**src/rtl/regfile_mp_pkg.sv**
```systemverilog
// Shared constants and byte-lane helpers for the multi-port register file.
// The helpers work on fixed maximum widths so any legal DATA_W/NUM_WR can
// call them. Callers cast arguments and results to their own widths.
package regfile_mp_pkg;

  localparam int unsigned DATA_W_DEF = 32;
  localparam int unsigned DEPTH_DEF  = 32;

  // Upper bounds for the generic helpers below.
  localparam int unsigned MAX_DATA_W = 256;
  localparam int unsigned MAX_BE     = MAX_DATA_W / 8;
  localparam int unsigned MAX_PORTS  = 16;

  // Replace each byte of old_v whose enable is set with the same byte of new_v.
  function automatic logic [MAX_DATA_W-1:0] merge_bytes(
    input logic [MAX_DATA_W-1:0] old_v,
    input logic [MAX_DATA_W-1:0] new_v,
    input logic [MAX_BE-1:0]     be
  );
    logic [MAX_DATA_W-1:0] res;
    res = old_v;
    for (int unsigned b = 0; b < MAX_BE; b++) begin
      if (be[b]) res[b*8 +: 8] = new_v[b*8 +: 8];
    end
    return res;
  endfunction

  // Index of the highest requesting port (the youngest instruction).
  // Returns 0 when nothing requests, so callers qualify the result with |req.
  function automatic int unsigned prio_sel(input logic [MAX_PORTS-1:0] req);
    int unsigned sel;
    sel = 0;
    for (int unsigned i = 0; i < MAX_PORTS; i++) begin
      if (req[i]) sel = i;
    end
    return sel;
  endfunction

endpackage

```
**src/rtl/regfile_mp_sb.sv**
```systemverilog
// Pending-bit scoreboard: one bit per register, set at issue, cleared by the
// producer's final write, with combinational lookup per read port.
// Also intended for reuse by the FPU and CP0 register files.
module regfile_mp_sb
  import regfile_mp_pkg::*;
#(
  parameter int unsigned DEPTH    = DEPTH_DEF,
  parameter int unsigned ADDR_W   = $clog2(DEPTH),
  parameter int unsigned NUM_SET  = 2,
  parameter int unsigned NUM_CLR  = 2,
  parameter int unsigned NUM_RD   = 4,
  parameter int unsigned ZERO_REG = 1
) (
  input  logic                      clk,
  input  logic                      resetn,
  input  logic [NUM_SET-1:0]        set_en,
  input  logic [NUM_SET*ADDR_W-1:0] set_addr,
  input  logic [NUM_CLR-1:0]        clr_en,
  input  logic [NUM_CLR*ADDR_W-1:0] clr_addr,
  input  logic [NUM_RD*ADDR_W-1:0]  rd_addr,
  output logic [NUM_RD-1:0]         rd_busy
);

  logic [DEPTH-1:0] pend_q;
  logic [DEPTH-1:0] pend_d;

  // Next pending state: clears first, then sets, so a newer producer wins.
  always_comb begin
    pend_d = pend_q;
    for (int unsigned i = 0; i < NUM_CLR; i++) begin
      if (clr_en[i]) pend_d[clr_addr[i*ADDR_W +: ADDR_W]] = 1'b0;
    end
    for (int unsigned i = 0; i < NUM_SET; i++) begin
      if (set_en[i]) pend_d[set_addr[i*ADDR_W +: ADDR_W]] = 1'b1;
    end
    if (ZERO_REG != 0) pend_d[0] = 1'b0;
  end

  // Pending-bit storage.
  always_ff @(posedge clk or negedge resetn) begin
    if (!resetn) pend_q <= '0;
    else         pend_q <= pend_d;
  end

  // Per-port busy lookup.
  always_comb begin
    rd_busy = '0;
    for (int unsigned k = 0; k < NUM_RD; k++) begin
      rd_busy[k] = pend_q[rd_addr[k*ADDR_W +: ADDR_W]];
    end
  end

endmodule

```
**src/rtl/regfile_mp.sv**
```systemverilog
// Multi-port GPR file: NUM_RD combinational reads, NUM_WR byte-strobed writes
// with younger-port-wins merging, a pending scoreboard and a registered
// writeback trace. Define REGFILE_MP_BYPASS_EN to forward same-cycle writes
// (and same-cycle scoreboard clears) to the read ports.
module regfile_mp
  import regfile_mp_pkg::*;
#(
  parameter int unsigned DATA_W   = DATA_W_DEF,
  parameter int unsigned DEPTH    = DEPTH_DEF,
  parameter int unsigned ADDR_W   = $clog2(DEPTH),
  parameter int unsigned NUM_RD   = 4,
  parameter int unsigned NUM_WR   = 2,
  parameter int unsigned ZERO_REG = 1
) (
  input  logic                          clk,
  input  logic                          resetn,
  input  logic [NUM_RD*ADDR_W-1:0]      rd_addr,
  output logic [NUM_RD*DATA_W-1:0]      rd_data,
  output logic [NUM_RD-1:0]             rd_busy,
  input  logic [NUM_WR-1:0]             wr_en,
  input  logic [NUM_WR*ADDR_W-1:0]      wr_addr,
  input  logic [NUM_WR*(DATA_W/8)-1:0]  wr_be,
  input  logic [NUM_WR*DATA_W-1:0]      wr_data,
  input  logic [NUM_WR-1:0]             wr_clr,
  input  logic [NUM_WR-1:0]             sb_set_en,
  input  logic [NUM_WR*ADDR_W-1:0]      sb_set_addr,
  input  logic [NUM_WR*32-1:0]          dbg_pc,
  output logic [NUM_WR*32-1:0]          debug_wb_pc,
  output logic [NUM_WR*(DATA_W/8)-1:0]  debug_wb_rf_wen,
  output logic [NUM_WR*ADDR_W-1:0]      debug_wb_rf_wnum,
  output logic [NUM_WR*DATA_W-1:0]      debug_wb_rf_wdata
);

  localparam int unsigned BE_W = DATA_W / 8;

  logic [DATA_W-1:0]        mem_q [DEPTH];
  logic [DATA_W-1:0]        mem_d [DEPTH];
  logic [NUM_WR-1:0]        wr_eff;
  logic [NUM_WR-1:0]        sb_clr_en;
  logic [NUM_RD-1:0]        sb_busy;
  logic [NUM_WR*32-1:0]     trc_pc_q,    trc_pc_d;
  logic [NUM_WR*BE_W-1:0]   trc_wen_q,   trc_wen_d;
  logic [NUM_WR*ADDR_W-1:0] trc_wnum_q,  trc_wnum_d;
  logic [NUM_WR*DATA_W-1:0] trc_wdata_q, trc_wdata_d;

  // Merged write lanes aimed at addr: per byte, the youngest enabled port wins.
  function automatic void lane_fwd(
    input  logic [ADDR_W-1:0]        addr,
    input  logic [NUM_WR-1:0]        eff,
    input  logic [NUM_WR*ADDR_W-1:0] waddr,
    input  logic [NUM_WR*BE_W-1:0]   wbe,
    input  logic [NUM_WR*DATA_W-1:0] wdata,
    output logic [DATA_W-1:0]        fwd_v,
    output logic [BE_W-1:0]          fwd_be
  );
    logic [NUM_WR-1:0] hit;
    int unsigned       sel;
    fwd_v  = '0;
    fwd_be = '0;
    sel    = 0;
    for (int unsigned b = 0; b < BE_W; b++) begin
      hit = '0;
      for (int unsigned i = 0; i < NUM_WR; i++) begin
        hit[i] = eff[i] && (waddr[i*ADDR_W +: ADDR_W] == addr) && wbe[i*BE_W + b];
      end
      if (|hit) begin
        sel       = prio_sel(MAX_PORTS'(hit));
        fwd_be[b] = 1'b1;
        for (int unsigned i = 0; i < NUM_WR; i++) begin
          if (i == sel) fwd_v[b*8 +: 8] = wdata[i*DATA_W + b*8 +: 8];
        end
      end
    end
  endfunction

  // Effective writes: requested, not aimed at a hardwired r0, and not in reset.
  always_comb begin
    wr_eff = '0;
    for (int unsigned i = 0; i < NUM_WR; i++) begin
      wr_eff[i] = resetn && wr_en[i] &&
                  !((ZERO_REG != 0) && (wr_addr[i*ADDR_W +: ADDR_W] == '0));
    end
    sb_clr_en = wr_eff & wr_clr;
  end

  // Next storage state with all write ports merged byte-wise.
  always_comb begin : write_merge
    logic [DATA_W-1:0] new_v;
    logic [BE_W-1:0]   new_be;
    new_v  = '0;
    new_be = '0;
    for (int unsigned r = 0; r < DEPTH; r++) begin
      lane_fwd(ADDR_W'(r), wr_eff, wr_addr, wr_be, wr_data, new_v, new_be);
      mem_d[r] = DATA_W'(merge_bytes(MAX_DATA_W'(mem_q[r]), MAX_DATA_W'(new_v),
                                     MAX_BE'(new_be)));
    end
  end

  // Next trace state: byte enables only for effective writes, rest copied.
  always_comb begin
    trc_wen_d = '0;
    for (int unsigned i = 0; i < NUM_WR; i++) begin
      trc_wen_d[i*BE_W +: BE_W] = wr_eff[i] ? wr_be[i*BE_W +: BE_W] : '0;
    end
    trc_pc_d    = dbg_pc;
    trc_wnum_d  = wr_addr;
    trc_wdata_d = wr_data;
  end

  // Register storage and writeback trace.
  always_ff @(posedge clk or negedge resetn) begin
    if (!resetn) begin
      mem_q       <= '{default: '0};
      trc_pc_q    <= '0;
      trc_wen_q   <= '0;
      trc_wnum_q  <= '0;
      trc_wdata_q <= '0;
    end else begin
      mem_q       <= mem_d;
      trc_pc_q    <= trc_pc_d;
      trc_wen_q   <= trc_wen_d;
      trc_wnum_q  <= trc_wnum_d;
      trc_wdata_q <= trc_wdata_d;
    end
  end

  assign debug_wb_pc       = trc_pc_q;
  assign debug_wb_rf_wen   = trc_wen_q;
  assign debug_wb_rf_wnum  = trc_wnum_q;
  assign debug_wb_rf_wdata = trc_wdata_q;

  regfile_mp_sb #(
    .DEPTH    (DEPTH),
    .ADDR_W   (ADDR_W),
    .NUM_SET  (NUM_WR),
    .NUM_CLR  (NUM_WR),
    .NUM_RD   (NUM_RD),
    .ZERO_REG (ZERO_REG)
  ) u_sb (
    .clk      (clk),
    .resetn   (resetn),
    .set_en   (sb_set_en),
    .set_addr (sb_set_addr),
    .clr_en   (sb_clr_en),
    .clr_addr (wr_addr),
    .rd_addr  (rd_addr),
    .rd_busy  (sb_busy)
  );

  // Read ports: storage lookup, optional same-cycle forwarding, r0 forced to zero.
  always_comb begin : read_ports
    logic [ADDR_W-1:0] a;
    logic [DATA_W-1:0] v;
`ifdef REGFILE_MP_BYPASS_EN
    logic [DATA_W-1:0] fv;
    logic [BE_W-1:0]   fbe;
    logic              clr_hit;
    logic              set_hit;
    fv      = '0;
    fbe     = '0;
    clr_hit = 1'b0;
    set_hit = 1'b0;
`endif
    rd_data = '0;
    rd_busy = '0;
    a       = '0;
    v       = '0;
    for (int unsigned k = 0; k < NUM_RD; k++) begin
      a          = rd_addr[k*ADDR_W +: ADDR_W];
      v          = mem_q[a];
      rd_busy[k] = sb_busy[k];
`ifdef REGFILE_MP_BYPASS_EN
      lane_fwd(a, wr_eff, wr_addr, wr_be, wr_data, fv, fbe);
      v = DATA_W'(merge_bytes(MAX_DATA_W'(v), MAX_DATA_W'(fv), MAX_BE'(fbe)));
      clr_hit = 1'b0;
      set_hit = 1'b0;
      for (int unsigned i = 0; i < NUM_WR; i++) begin
        if (sb_clr_en[i] && (wr_addr[i*ADDR_W +: ADDR_W] == a))    clr_hit = 1'b1;
        if (sb_set_en[i] && (sb_set_addr[i*ADDR_W +: ADDR_W] == a)) set_hit = 1'b1;
      end
      if (clr_hit && !set_hit) rd_busy[k] = 1'b0;
`endif
      if ((ZERO_REG != 0) && (a == '0)) v = '0;
      rd_data[k*DATA_W +: DATA_W] = v;
    end
  end

endmodule
```
**config.mk**
```make
export PLATFORM = sky130hd
export DESIGN_NAME = regfile_mp
export DESIGN_NICKNAME = d
export VERILOG_FILES = /design/src/rtl/regfile_mp_pkg.sv /design/src/rtl/regfile_mp_sb.sv /design/src/rtl/regfile_mp.sv
export SDC_FILE = /design/constraint.sdc
export NUM_CORES = 2
export LEC_CHECK = 0
export CAP_MARGIN = 20
export CORE_MARGIN = 3
export CORE_UTILIZATION = 50
export CTS_CLUSTER_DIAMETER = 60
export DETAILED_ROUTE_END_ITERATION = 8
export PLACE_DENSITY = 0.68
export RECOVER_POWER = 25
export REMOVE_ABC_BUFFERS = 1
export SYNTH_ARGS = -nofsm -noshare
export SYNTH_HDL_FRONTEND = slang
export SYNTH_HIERARCHICAL = 1
export SYNTH_SLANG_ARGS = --single-unit
```
**constraint.sdc**
```tcl
create_clock -name clk -period 3.05 [get_ports clk]
set_clock_uncertainty 0.05 [all_clocks]
set_input_delay 0.4575 -clock clk [delete_from_list [all_inputs] [get_ports clk]]
set_output_delay 0.4575 -clock clk [all_outputs]
set_load 0.005 [all_outputs]
```
# Word-level counts from Yosys, hierarchy flattened
# Index checks and enable logic that the tools add are counted.
[totals]
wordCells = 1748
mem_count = 0
regBits = 1201
latchBits = 0
ram_bits = 0
in_bits = 184
output_inout_bits = 278
romBits = 0
[op_classes]
add_sub_neg = 0
n_shift = 0
mux = 806
n_div = 0
n_lt_le_gt_ge = 16
reduce_logical = 592
n_eq_ne = 190
bitwise = 11
multipliers = 0
[op_table]
columns = ["op", "count"]
rows = [
  ["32-bit two-way mux", 144],
  ["1-bit by 32-bit == test with 1-bit output (first input constant)", 128],
  ["32-bit zero test", 128],
  ["8-bit two-way mux", 384],
  ["32-bit binary-select mux with 5-bit select", 4],
  ["1-bit logical AND", 328],
  ["1-bit two-way mux", 264],
  ["2-bit OR reduction", 128],
  ["5-bit == test (second input constant)", 32],
  ["5-bit by 4-bit == test with 1-bit output (second input constant)", 16],
  ["32-bit AND", 2],
  ["32-bit inverter", 2],
  ["32-bit bitwise OR", 2],
  ["5-bit by 6-bit < comparator with 1-bit output (second input constant)", 8],
  ["5-bit by 3-bit == test with 1-bit output (second input constant)", 8],
  ["5-bit zero test", 6],
  ["6-bit >= comparator (second input constant)", 4],
  ["5-bit inverter with 6-bit output", 4],
  ["1-bit binary-select mux with 5-bit select", 4],
  ["1-bit demux with 5-bit select", 4],
  ["5-bit by 2-bit == test with 1-bit output (second input constant)", 4],
  ["5-bit by 1-bit >= comparator with 1-bit output (second input constant)", 4],
  ["5-bit by 1-bit == test with 1-bit output (second input constant)", 2],
  ["4-bit two-way mux", 2],
  ["other kinds (2)", 3],
]

# Depth between registers and ports, before layout
[depth]
depth_word = 13
mapped_depth = 10
ltp_nobuf = 7

# By module
# The synthesis kept the hierarchy.
[modules_own_cells]
columns = ["module", "cells_each", "area_each_um2", "seq_area_each_um2", "n_inst"]
rows = [
  ["regfile_mp", 7712, 86959.7, 29278.1, 1],
  ["regfile_mp_sb", 326, 3012.9, 775.7, 1],
]

# Least setup slack after synthesis
# Ideal clock, no wire load.
[synth_path]
path_type = "input -> output"
from = "input rd_addr[15]"
to = "output rd_data[118]"
t_arrival_ns = 1.962
n_path_buf = 2
slack_ns = 0.580
path_stages = 5
required_time_ns = 2.542
path_cell_list = "buf_2 buf_1 mux4_2 a211oi_1 a311oi_1"
[synth_between]
elab_chain_len = 5
elab_cells_between_ends = 6
cone_classes = "mux (4); bitwise (1); reduce/logical (1)"
[synth_lines]
columns = ["element", "line", "source"]
rows = [
  ["start: declaration", "regfile_mp.sv:17", "input logic [NUM_RD*ADDR_W-1:0] rd_addr,"],
  ["5-bit inverter with 6-bit output (implied by the code)", "regfile_mp.sv:170", "v = mem_q[a];"],
  ["32-bit binary-select mux with 5-bit select", "regfile_mp.sv:170", ""],
  ["32-bit two-way mux (implied by the code) (2 in a row)", "regfile_mp.sv:170", ""],
  ["32-bit two-way mux (*)", "regfile_mp.sv:183", "if ((ZERO_REG != 0) && (a == '0)) v = '0;"],
  ["end: declaration", "regfile_mp.sv:18", "output logic [NUM_RD*DATA_W-1:0] rd_data,"],
]
# Every way passes the cells marked *; elsewhere a longest branch is shown, timed or not. The select of a mux whose other input is x is not followed.

# Final worst setup path
[layout_path]
from = "input wr_addr[1]"
to = "register mem_q[217] (netlist name)"
[layout_between]
elab_chain_len = 7
elab_cells_between_ends = 9
cone_classes = "eq/ne (1); mux (2); reduce/logical (6)"
[layout_lines]
columns = ["element", "line", "source"]
rows = [
  ["start: declaration", "regfile_mp.sv:21", "input logic [NUM_WR*ADDR_W-1:0] wr_addr,"],
  ["5-bit zero test", "regfile_mp.sv:81", "!((ZERO_REG != 0) && (wr_addr[i*ADDR_W +: ADDR_W] == '0));"],
  ["1-bit zero test", "regfile_mp.sv:81", ""],
  ["1-bit logical AND", "regfile_mp.sv:80", "wr_eff[i] = resetn && wr_en[i] &&"],
  ["1-bit logical AND (*) (2 in a row)", "regfile_mp.sv:64", "hit[i] = eff[i] && (waddr[i*ADDR_W +: ADDR_W] == addr) && wbe[i*BE_W + b];"],
  ["2-bit OR reduction (*)", "regfile_mp.sv:66", "if (|hit) begin"],
  ["8-bit two-way mux / 1-bit two-way mux (equally long branches)", "regfile_mp.sv:66", ""],
  ["end signal: assignment", "regfile_mp.sv:119", "mem_q <= mem_d;"],
  ["end: declaration", "regfile_mp.sv:36", "logic [DATA_W-1:0] mem_q [DEPTH];"],
]
# Every way passes the cells marked *; elsewhere a longest branch is shown, timed or not.
# A chain may end at the register's enable or synchronous reset.

==> metrics.log <==
INFO  metric maxCapViolCount = 69
INFO  metric setup.worst_path.end_class = flip-flop
INFO  metric critPathBufInv = 5
INFO  metric cts.clk_slew.worst_paths = 0.06 ns
INFO  metric tritoncts.num_buffers = 160
INFO  metric via_count_of_the_first_global_routing_pass = 88300
INFO  metric crit_arrival = 4.02 ns
INFO  metric drt-initial-drc-count = 15000
INFO  metric dominantRegCellSynth = sky130_fd_sc_hd__dfrtp_1
INFO  metric clk_latency = 0.84 ns
INFO  metric finalHoldViolCount = 0
INFO  metric most_frequent_cell_on_the_critical_path = sky130_fd_sc_hd__buf_4
INFO  metric design.portCount = 462
INFO  metric post_drt_via_cell_ratio = 7.61
INFO  metric post_synthesis_register_bit_count = 1201
INFO  metric tritoncts = built
INFO  metric seq_power_share = 0.361
INFO  metric slew_headroom = -0.779
INFO  metric count_of_flip_flops_with_a_built_in_enable_after_synthesis = 0
INFO  metric filler_cell_count = 13300
INFO  metric layoutNonFillerInstCount = 11800
INFO  metric seqCellArea = 30200 µm²
INFO  metric synthCells = 8038
INFO  metric cellInternalPower = 39900 µW
INFO  metric setup.reg_to_reg.worst_slack = 1.85 ns
INFO  metric yosys_warnings = 6
INFO  metric x_dimension_of_the_die = 430 µm
INFO  metric hpwl = 303000 µm
INFO  metric final_nets = 9476
INFO  metric dp_cells = 11200
INFO  metric finalCritPeriodShare = 1.09
INFO  metric globalRoute.totalOverflow = 0
INFO  metric maximum_number_of_pins_on_one_net_before_global_route_repair = 175
INFO  metric r2r_start = mem_q[896]
INFO  metric die_height = 430 µm
INFO  metric worstPathCellList = dlygate4sd3_1 -> clkbuf_1 -> buf_4 -> buf_4 -> and3b_1 -> and4_1 -> buf_4 -> mux2i_1 -> o21ai_1
INFO  metric layout_min_cycle_time = 3.34 ns
INFO  metric num_rows = 155
INFO  metric vdd.ir_drop.worst = 0.550 mV
INFO  metric power.share.clock = 0.332
INFO  metric combined_global_route_utilization_of_all_metal_layers = 0.479
INFO  metric holdCritStartpoint = dbg_pc[19]
INFO  metric netlist_top_cells_count = sky130_fd_sc_hd__mux2i_1 (1284), sky130_fd_sc_hd__dfrtp_1 (1201), sky130_fd_sc_hd__mux4_2 (904)
INFO  metric worstPathRequired = 3.73 ns
INFO  metric final_layout_size_suffix_gt1_frac = 0.388
INFO  metric route.final.wire_length = 453000 µm
INFO  metric synthToLayoutAreaGrowth = 32.2%
INFO  metric critical_path.max_stage_delay = 1.09 ns
INFO  metric worstSetupStartpointType = input port
INFO  metric setup-violations-final = 582
INFO  metric synth.top_cell.area_share = 0.334
INFO  metric htree_levels = 4
INFO  metric p_leak = 0.0485 µW
INFO  metric post_synthesis_cell_area = 90000 µm²
INFO  metric most_frequently_used_cell_type_in_the_post_synthesis_netlist = sky130_fd_sc_hd__mux2i_1
INFO  metric routability_congestion_estimate_from_global_placement = 1.13
INFO  metric grt_setup_unrepaired = yes
INFO  metric r2r_end = mem_q[896]
INFO  metric critPathSlowestCell = sky130_fd_sc_hd__clkbuf_1
INFO  metric combPwrFrac = 0.307
INFO  metric netlist.top_cell.by_area = sky130_fd_sc_hd__dfrtp_1
INFO  metric clock_sinks = 1201
INFO  metric route.vias.total = 89800
INFO  metric yosys.cell_types.count = 70
INFO  metric cts_max_path_bufs = 3
INFO  metric clock-root-buffer = sky130_fd_sc_hd__clkbuf_16
INFO  metric p_switching = 20600 µW
INFO  metric yosysSeqAreaShare = 0.334
INFO  metric drt_pre_antenna_iters = 9
INFO  metric critPathTopFamily = buffers and inverters
INFO  metric synth_top_cells_by_area = sky130_fd_sc_hd__dfrtp_1 (33%), sky130_fd_sc_hd__mux4_2 (23%), sky130_fd_sc_hd__mux2i_1 (14%), sky130_fd_sc_hd__a21oi_1 (3.1%), sky130_fd_sc_hd__clkbuf_1 (2.5%)
INFO  metric drc = 62
INFO  metric start_util = 0.504
INFO  metric final.setup.worst_slack = -0.288 ns
INFO  metric post_drt_wl_per_cell = 38.4 µm
INFO  metric synthArstFlopShare = 1.00
INFO  metric finalMaxSlewViolations = 2494
INFO  metric critPathMaxFanout = 13
INFO  metric multiInputGateArea = 60000 µm²
INFO  metric criticalPathCategory = input port to flip-flop
INFO  metric violations = DRC, capacitance limit, slew limit, setup timing
INFO  metric netSwitchingFraction = 0.341
INFO  metric max_slew.worst_pin.slew = 2.67 ns
INFO  metric holdPathEnd = debug_wb_pc[19]
INFO  metric ant_nets = 0
INFO  metric powerDensity = 509 nW/µm²
INFO  metric worst_hold_path.num_cells = 1
INFO  metric die_area = 185000 µm²
INFO  metric fmax = 300 MHz
INFO  metric floorplan.core_area = 179000 µm²
INFO  metric ff2ff_path_depth = 5
INFO  metric grt_first_pass_wirelength = 641000 µm
INFO  metric syn_avg_cell_area = 11.2 µm²
INFO  metric run_status = finished, violations left
INFO  metric place.port_buffers = 461
INFO  metric holdCritPathClass = input port to flip-flop
INFO  metric grt_antenna_before_repair = 15
INFO  metric pre_cts_ws = -0.581 ns
## final cells by class
cell class	instances	share of cell area
clock buffers	208	0.0377
repair buffers	2038	0.170
multi-input cells	5878	0.505
flip-flops and latches	1201	0.254
well taps	2355	0.0248
diodes	15	0.000316
clock inverters	86	0.00896
inverters	13	0.000505
## state kept, by name (all words and copies together) (netlist names)
name and count:
debug_wb_rf_wdata 64, u_sb/pend_q 31, debug_wb_pc 64, debug_wb_rf_wnum 10, debug_wb_rf_wen 8, mem_q 1024
## logic make-up after synthesis
family / after synthesis / share of synthesized area
muxes: 2320 / 0.386
AOI/OAI and AO/OA: 1829 / 0.123
and+or+nand+nor: 1728 / 0.110
DFF: 1201 / 0.334
buffers and inverters: 960 / 0.0464
## stage by stage
| stage | power (µW) | area [µm²] | util | hold WS [ns] | setup TNS (ns) |
|---|---|---|---|---|---|
| 2_1_floorplan | 29200 | 85800 | - | 0.112 | -1835.37 |
| 3_3_place_gp | 36900 | 108000 | 0.603 | 0.364 | -43.30 |
| 3_5_place_dp | 37500 | 108000 | 0.603 | 0.379 | -45.11 |
| 4_1_cts | 59000 | 118000 | 0.658 | 0.0000153 | -5.84 |
| 5_1_grt | 62100 | 119000 | 0.666 | 0.124 | -68.04 |
| 6_report | 60500 | 119000 | 0.666 | 0.132 | -51.56 |
## power groups by stage
stage / Combinational (µW) / Sequential [µW] / Clock [µW]
4_1_cts: 17400 / 21600 / 20100
6_report: 18600 / 21900 / 20100
3_3_place_gp: 15200 / 21700 / 0
2_1_floorplan: 8590 / 20600 / 0
5_1_grt: 19300 / 22100 / 20700
3_5_place_dp: 15600 / 21900 / 0
## cells in the final DEF, fill, tap and decap left out, types with 238 or more instances in the layout
cell                              count
sky130_fd_sc_hd__o21ai_1            488
sky130_fd_sc_hd__mux2i_1           1279
sky130_fd_sc_hd__nand3_1            382
sky130_fd_sc_hd__clkdlybuf4s50_1    238
sky130_fd_sc_hd__a21oi_1            556
sky130_fd_sc_hd__nand2_1            263
sky130_fd_sc_hd__dfrtp_1           1119
sky130_fd_sc_hd__buf_4             1045
sky130_fd_sc_hd__buf_12             306
sky130_fd_sc_hd__nor3_1             425
sky130_fd_sc_hd__mux4_2             907
## how the worst max path moves through the flow
stage,startpoint,slack (ns),cells after the start,end
after floorplan,wr_addr[7],-2.47,5,mem_q[288]
after global placement,rd_addr[1],-0.63,10,rd_data[26]
after detailed placement,rd_addr[1],-0.58,10,rd_data[26]
after CTS,mem_q[730],-0.21,7,rd_data[58]
after global routing,mem_q[289],-0.26,8,rd_data[65]
final,wr_addr[1],-0.29,9,mem_q[217]
## worst register-to-register path, cell delays in order (launching register included)
cell and delay [ns]:
sky130_fd_sc_hd__dfrtp_1 0.43, sky130_fd_sc_hd__buf_6 0.14, sky130_fd_sc_hd__buf_4 0.12, sky130_fd_sc_hd__buf_4 0.12
sky130_fd_sc_hd__mux2i_1 0.13, sky130_fd_sc_hd__a21oi_1 0.11
## what timing repair did
item                                    4_1_cts  5_1_grt
hold endpoints to repair                    128        0
resized for setup                          1284      328
hold buffers                                 42        0
pin swaps                                   199      136
setup buffers                               227       49
cloned                                        1        2
endpoints found under the setup margin      132      127
## layer usage
metal | track usage | vias up | share of wire
li1 | - | 34200 | -
met1 | 0.570 | 43900 | 0.32
met2 | 0.654 | 9039 | 0.40
met3 | 0.234 | 2647 | 0.17
met4 | 0.388 | 18 | 0.11
met5 | 0.00520 | - | 0.00055
Power figures use the tool's default switching activity.
